`src/rtl/sprite_pkg.sv`:
```
// Shared types and constants for the sprite frame sequencer.
package sprite_pkg;

   localparam int unsigned X_W           = 9;
   localparam int unsigned Y_W           = 8;
   localparam int unsigned COLOUR_W      = 3;
   localparam int unsigned SPRITE_PIXELS = 40;
   localparam int unsigned SETUP_CYCLES  = 3;

   localparam logic [COLOUR_W-1:0] ERASE_COLOUR = 3'b000;

   typedef logic [2:0] state_t;

   localparam state_t StIdle  = 3'd0;
   localparam state_t StErase = 3'd1;
   localparam state_t StGap   = 3'd2;
   localparam state_t StDraw  = 3'd3;
   localparam state_t StNext  = 3'd4;

endpackage

```
`src/rtl/frame_timer.sv`:
```
// Free-running frame counter; tick is high for the single wrap cycle of each frame.
module frame_timer
   import sprite_pkg::*;
#(
   parameter int unsigned FRAME_TICKS = 833333
) (
   input  logic clk,
   input  logic reset,
   output logic tick
);

   localparam int unsigned CNT_W = (FRAME_TICKS > 1) ? $clog2(FRAME_TICKS) : 1;
   localparam logic [CNT_W-1:0] CNT_LAST = CNT_W'(FRAME_TICKS - 1);

   logic [CNT_W-1:0] cnt_q, cnt_d;

   assign tick = (cnt_q == CNT_LAST);

   always_comb begin
      cnt_d = tick ? '0 : cnt_q + 1'b1;
   end

   always_ff @(posedge clk or negedge reset) begin
      if (!reset) begin
         cnt_q <= '0;
      end else begin
         cnt_q <= cnt_d;
      end
   end

endmodule

```
`src/rtl/sprite_scheduler.sv`:
```
// Per-frame walk over all sprites: erase old image, then draw new one, muxing the
// selected sprite onto the VGA write port.
module sprite_scheduler
   import sprite_pkg::*;
#(
   parameter int unsigned N_SPRITES     = 4,
   parameter int unsigned FRAME_TICKS   = 833333,
   parameter int unsigned SETUP_CYCLES  = 3,
   parameter int unsigned SPRITE_PIXELS = 40,
   parameter int unsigned DRAW_TIMEOUT  = 63
) (
   input  logic                          clk,
   input  logic                          reset,
   input  logic [N_SPRITES-1:0]          finish,
   input  logic [X_W*N_SPRITES-1:0]      sprite_x,
   input  logic [Y_W*N_SPRITES-1:0]      sprite_y,
   input  logic [COLOUR_W*N_SPRITES-1:0] sprite_colour,
   output logic [N_SPRITES-1:0]          draw_signal,
   output logic [N_SPRITES-1:0]          erase_signal,
   output logic [X_W-1:0]                vga_x,
   output logic [Y_W-1:0]                vga_y,
   output logic [COLOUR_W-1:0]           vga_colour,
   output logic                          vga_plot,
   output logic                          busy,
   output logic                          overrun,
   output logic                          timeout_err
);

   localparam int unsigned SEL_W = (N_SPRITES > 1) ? $clog2(N_SPRITES) : 1;
   localparam logic [SEL_W-1:0] SEL_LAST  = SEL_W'(N_SPRITES - 1);
   localparam logic [5:0] PLOT_FIRST      = 6'(SETUP_CYCLES);
   localparam logic [5:0] PLOT_LAST       = 6'(SETUP_CYCLES + SPRITE_PIXELS - 1);
   localparam logic [5:0] ERASE_LAST      = 6'(SETUP_CYCLES + SPRITE_PIXELS);
   localparam logic [5:0] TIMEOUT_CNT     = 6'(DRAW_TIMEOUT);

   state_t                 state_q, state_d;
   logic [SEL_W-1:0]       sel_q, sel_d;
   logic [5:0]             cnt_q, cnt_d;
   logic [N_SPRITES-1:0]   drawn_q, drawn_d;
   logic [N_SPRITES-1:0]   draw_q, draw_d, erase_q, erase_d;
   logic                   pending_q, pending_d;
   logic                   busy_q, busy_d;
   logic                   overrun_q, overrun_d;
   logic                   timeout_q, timeout_d;
   logic                   plot_q, plot_d;
   logic [X_W-1:0]         x_q, x_d;
   logic [Y_W-1:0]         y_q, y_d;
   logic [COLOUR_W-1:0]    colour_q, colour_d;
   logic                   tick, consume, sel_finish;

   frame_timer #(
      .FRAME_TICKS(FRAME_TICKS)
   ) u_frame_timer (
      .clk  (clk),
      .reset(reset),
      .tick (tick)
   );

   assign sel_finish = finish[sel_q];

   always_comb begin
      state_d   = state_q;
      sel_d     = sel_q;
      drawn_d   = drawn_q;
      timeout_d = timeout_q;
      consume   = 1'b0;
      case (state_q)
         StIdle: begin
            if (pending_q) begin
               consume = 1'b1;
               sel_d   = '0;
               state_d = drawn_q[0] ? StErase : StDraw;
            end
         end
         StErase: if (cnt_q == ERASE_LAST) state_d = StGap;
         StGap:   state_d = StDraw;
         StDraw: begin
            if (sel_finish) begin
               drawn_d[sel_q] = 1'b1;
               state_d        = StNext;
            end else if (cnt_q == TIMEOUT_CNT) begin
               timeout_d      = 1'b1;
               drawn_d[sel_q] = 1'b0;
               state_d        = StNext;
            end
         end
         StNext: begin
            if (sel_q == SEL_LAST) begin
               state_d = StIdle;
            end else begin
               sel_d   = sel_q + 1'b1;
               state_d = drawn_q[sel_d] ? StErase : StDraw;
            end
         end
         default: state_d = StIdle;
      endcase

      cnt_d  = (state_d != state_q || state_q == StIdle) ? '0 : cnt_q + 1'b1;
      busy_d = (state_d != StIdle);

      // Requests decode the next state so the flops present them glitch-free.
      draw_d  = '0;
      erase_d = '0;
      if (state_d == StDraw)  draw_d[sel_d]  = 1'b1;
      if (state_d == StErase) erase_d[sel_d] = 1'b1;

      // A wrap coinciding with the IDLE consume just re-arms pending.
      pending_d = pending_q;
      if (consume) pending_d = 1'b0;
      if (tick)    pending_d = 1'b1;
      overrun_d = overrun_q | (tick & ((pending_q & ~consume) | busy_q));

      plot_d = 1'b0;
      if (state_q == StErase) begin
         plot_d = (cnt_q >= PLOT_FIRST) && (cnt_q <= PLOT_LAST);
      end else if (state_q == StDraw) begin
         plot_d = (cnt_q >= PLOT_FIRST) && !sel_finish;
      end
      x_d      = sprite_x[int'(sel_q)*X_W +: X_W];
      y_d      = sprite_y[int'(sel_q)*Y_W +: Y_W];
      colour_d = (state_q == StErase) ? ERASE_COLOUR
                                      : sprite_colour[int'(sel_q)*COLOUR_W +: COLOUR_W];
   end

   always_ff @(posedge clk or negedge reset) begin
      if (!reset) begin
         state_q   <= StIdle;
         sel_q     <= '0;
         cnt_q     <= '0;
         drawn_q   <= '0;
         draw_q    <= '0;
         erase_q   <= '0;
         pending_q <= 1'b0;
         busy_q    <= 1'b0;
         overrun_q <= 1'b0;
         timeout_q <= 1'b0;
         plot_q    <= 1'b0;
         x_q       <= '0;
         y_q       <= '0;
         colour_q  <= '0;
      end else begin
         state_q   <= state_d;
         sel_q     <= sel_d;
         cnt_q     <= cnt_d;
         drawn_q   <= drawn_d;
         draw_q    <= draw_d;
         erase_q   <= erase_d;
         pending_q <= pending_d;
         busy_q    <= busy_d;
         overrun_q <= overrun_d;
         timeout_q <= timeout_d;
         plot_q    <= plot_d;
         x_q       <= x_d;
         y_q       <= y_d;
         colour_q  <= colour_d;
      end
   end

   assign draw_signal  = draw_q;
   assign erase_signal = erase_q;
   assign vga_x        = x_q;
   assign vga_y        = y_q;
   assign vga_colour   = colour_q;
   assign vga_plot     = plot_q;
   assign busy         = busy_q;
   assign overrun      = overrun_q;
   assign timeout_err  = timeout_q;

endmodule

```
`config.mk`:
```
export PLATFORM = sky130hd
export DESIGN_NAME = sprite_scheduler
export DESIGN_NICKNAME = d
export VERILOG_FILES = /design/src/rtl/sprite_pkg.sv /design/src/rtl/frame_timer.sv /design/src/rtl/sprite_scheduler.sv
export SDC_FILE = /design/constraint.sdc
export NUM_CORES = 1
export LEC_CHECK = 0
export BUFFER_PORTS_ARGS = -buffer_cell sky130_fd_sc_hd__buf_4
export CAP_MARGIN = 20
export CORE_ASPECT_RATIO = 1.1
export CORE_MARGIN = 10
export CORE_UTILIZATION = 30
export DETAILED_ROUTE_END_ITERATION = 10
export GPL_TIMING_DRIVEN = 1
export SLEW_MARGIN = 30
export SYNTH_ARGS = -nofsm -noshare
export SYNTH_HDL_FRONTEND = slang
export SYNTH_SLANG_ARGS = --single-unit
```
`constraint.sdc`:
```
create_clock -name clk -period 6.3 [get_ports clk]
set_clock_uncertainty 0.05 [all_clocks]
set_input_delay 0.945 -clock clk [delete_from_list [all_inputs] [get_ports clk]]
set_output_delay 0.945 -clock clk [all_outputs]
set_load 0.01 [all_outputs]
```
==> run_results.csv <==
group,metric,value,unit
clock_network,clkLatencyLatePin,320,ps
die,die-area,15900,µm²
die,die_w,121,µm
setup_path,path_buf_inv,2,
synthesis,ys_seq_area_frac,0.504,
cells_and_area,postLayoutCoreUtil,0.432,
grt,grt_overflow,0,
power,vdd_ir_drop_max,0.201,mV
synthesis,yosysUniqueCellTypes,45,
grt,grt_max_degree,69,
drt,wire_per_inst,15.8,µm
drt,vias_per_cell,4.80,
synthesis,synth_top_cell_area_share,0.504,
clock_network,cts_resized,0,
power,p_leak,2.11,nW
drt,first_pass_iters,4,
die,chipHeight,131,µm
synthesis,avgSynthCellArea,12.0,µm²
synthesis,synth_fp_nets,377,
timing,setup_viol_count_final,0,
timing,clock.fmax,352,MHz
synthesis,async_reset_ff_frac,1.00,
worst_hold_path,hold_path.class,"reg -> reg",
setup_path,cp_max_fo,15,
timing,fin_tns_setup,0,ps
die,ios,118,
setup_path,slowest_delay,870,ps
cells_and_area,final_cell_mix,"119 x buf_4, 68 x dfrtp_1, 28 x nor2_1",
outcome,status,"finished, final reports clean",
timing,rsz0062_at_grt,"no",
grt,grt_usage,0.111,
synthesis,synth_mux_area_frac,0.153,
cells_and_area,final_area,4730,µm²
place,dp_hpwl,6960,µm
timing,finalMaxSlewViolations,0,
synthesis,syn_inst,281,
timing,fin_crit,2840,ps
synthesis,synth_edf_count,0,
setup_path,setup.worst_path.class,"reg -> reg",
setup_path,cp.required,6430,ps
cells_and_area,fin_nets,495,
cells_and_area,diodes,0,
clock_network,cts_made_buffers,9,
place,place.gp.congestion,0.821,
power,power_density,296,nW/µm²
die,rows,40,
clock_network,post-cts-setup-buffer-count,0,
synthesis,yosysWarnings,0,
synthesis,syn_area,3380,µm²
clock_network,cts-root-buf,"clkbuf_16",
die,initial_core_util,0.308,
clock_network,cts.clk_slew.worst_paths,50,ps
synthesis,yosysTopAreaCell,"dfrtp_1",
synthesis,yosys-top-cells-area,"dfrtp_1 50%, mux4_2 15%, ha_1 3.7%",
timing,worst_slew_pin_slew,838,ps
cells_and_area,fillers,1025,
die,core,11000,µm²
drt,wirelength,8720,µm
place,portBuffers,117,
synthesis,synth-simple-area-share,0.163,
clock_network,h-tree-depth,3,
cells_and_area,area_growth,40.3,%
setup_path,cp_top_family,"flip-flops",
cells_and_area,layout_commonest_cell,"buf_4",
grt,grt_antenna_before_repair,0,
place,dp_slack,3430,ps
place,place_area,4400,µm²
setup_path,critPathLaunchType,"flip-flop",
synthesis,synthFlopType,"dfrtp_1",
timing,fin_ws,3460,ps
drt,ant_nets,0,
clock_network,cts.sinks,68,
cells_and_area,drive_gt1_frac,0.406,
timing,maxSlewHeadroom,0.441,
synthesis,synth_xor_area_frac,0.0467,
synthesis,synth_top_family_by_area,"simple AND/OR/NAND/NOR gates",
clock_network,ctsHoldBuffers,0,
grt,grt_pass1_wl,14200,µm
timing,hold_slack,413,ps
drt,drt_iter0_drc,110,
timing,period_share,0.452,
timing,hold_viol,0,
setup_path,arrival,2970,ps
run,maxCapViolCount,0,
clock_network,cts_tree,"built",
clock_network,clk_path_buf_depth,2,
setup_path,endpoint_kind,"flip-flop",
synthesis,postSynthRegisterBits,68,
drt,vias,2644,
drt,drc_errors,0,
synthesis,synth_compound_area_frac,0.0663,
synthesis,synth_fa_ha_area_frac,0.0371,
setup_path,crit_chain,"buf_4 > inv_1 > ha_1 > mux4_2 > nor2_1 > a211oi_1 > o31ai_1",
setup_path,critPathSlowestCell,"dfrtp_1",
grt,grt_pass1_vias,2792,
flip-flops by register name, summed over array words and instances (netlist names), 2 cells and up, named ones only:
signal,count
vga_colour,3
vga_x,9
cnt_q,6
erase_signal,4
vga_y,8
draw_signal,4
u_frame_timer.cnt_q,20
state_q,3
sel_q,2
per-stage QoR:
stage | power, mW | cells
global placement | 0.862 | 535
global route | 1.48 | 551
detailed placement | 0.868 | 535
floorplan | 0.707 | 281
CTS | 1.43 | 551
finish | 1.40 | 551
synth_stat cells (2+ instances only):
cell type / n
dfrtp_1: 68
nor2_1: 28
mux4_2: 22
nand2_1: 19
o21ai_0: 15
inv_1: 12
xnor2_1: 12
nand3_1: 11
ha_1: 10
nor2b_1: 7
nor4_1: 7
clkbuf_1: 6
nor3_1: 6
xor2_1: 6
nand2b_1: 5
a21oi_1: 4
o31ai_1: 4
buf_2: 3
a2bb2oi_1: 2
a311oi_1: 2
buf_1: 2
nand3b_1: 2
nand4_1: 2
or3_1: 2
or4_4: 2
or4b_1: 2
or4b_2: 2
logic make-up (layout without fill, tap and decap cells):
logic type / Yosys count / in the layout
AND/OR/NAND/NOR: 102 / 102
flip-flops: 68 / 68
AO/OA/AOI/OAI: 35 / 35
multiplexers: 24 / 24
buffers and inverters: 24 / 147
XOR/XNOR: 18 / 18
adder cells (fa/ha/maj): 10 / 10
final cells by class:
type                    instances  area (µm²)  area share
flip-flops and latches         68        1700       0.359
multi-input cells             189        1570       0.332
repair buffers                119         893       0.189
clock buffers                  13         270      0.0571
well taps                     147         184      0.0388
clock inverters                 3        67.6      0.0143
inverters                      12        45.0     0.00951
power by group:
group          internal [mW]  switching, mW
sequential             0.491         0.0441
clock                  0.379          0.173
combinational          0.178          0.137
total                   1.05          0.354
worst paths after layout:
check,start,endpoint,slack [ps],cells past startpoint
worst min-delay path,overrun,overrun,410,1
min in group asynchronous,reset,u_frame_timer.cnt_q[19],680,1
worst max register to register,sel_q[0],state_q[1],3460,7
max in group asynchronous,reset,async pin,4980,1
worst max-delay path,sel_q[0],state_q[1],3460,7
worst min register to register,overrun,overrun,410,1
metal layers:
metal,vias to the layer above,global-route usage,part of all wire,wire (µm)
met5,-,0,0,0
met4,0,0.0292,0.010,91
met3,6,0.0416,0.052,453
met2,54,0.200,0.55,4820
met1,1327,0.117,0.38,3350
li1,1257,-,-,-
No activity file was read; power rests on OpenSTA's default activity.
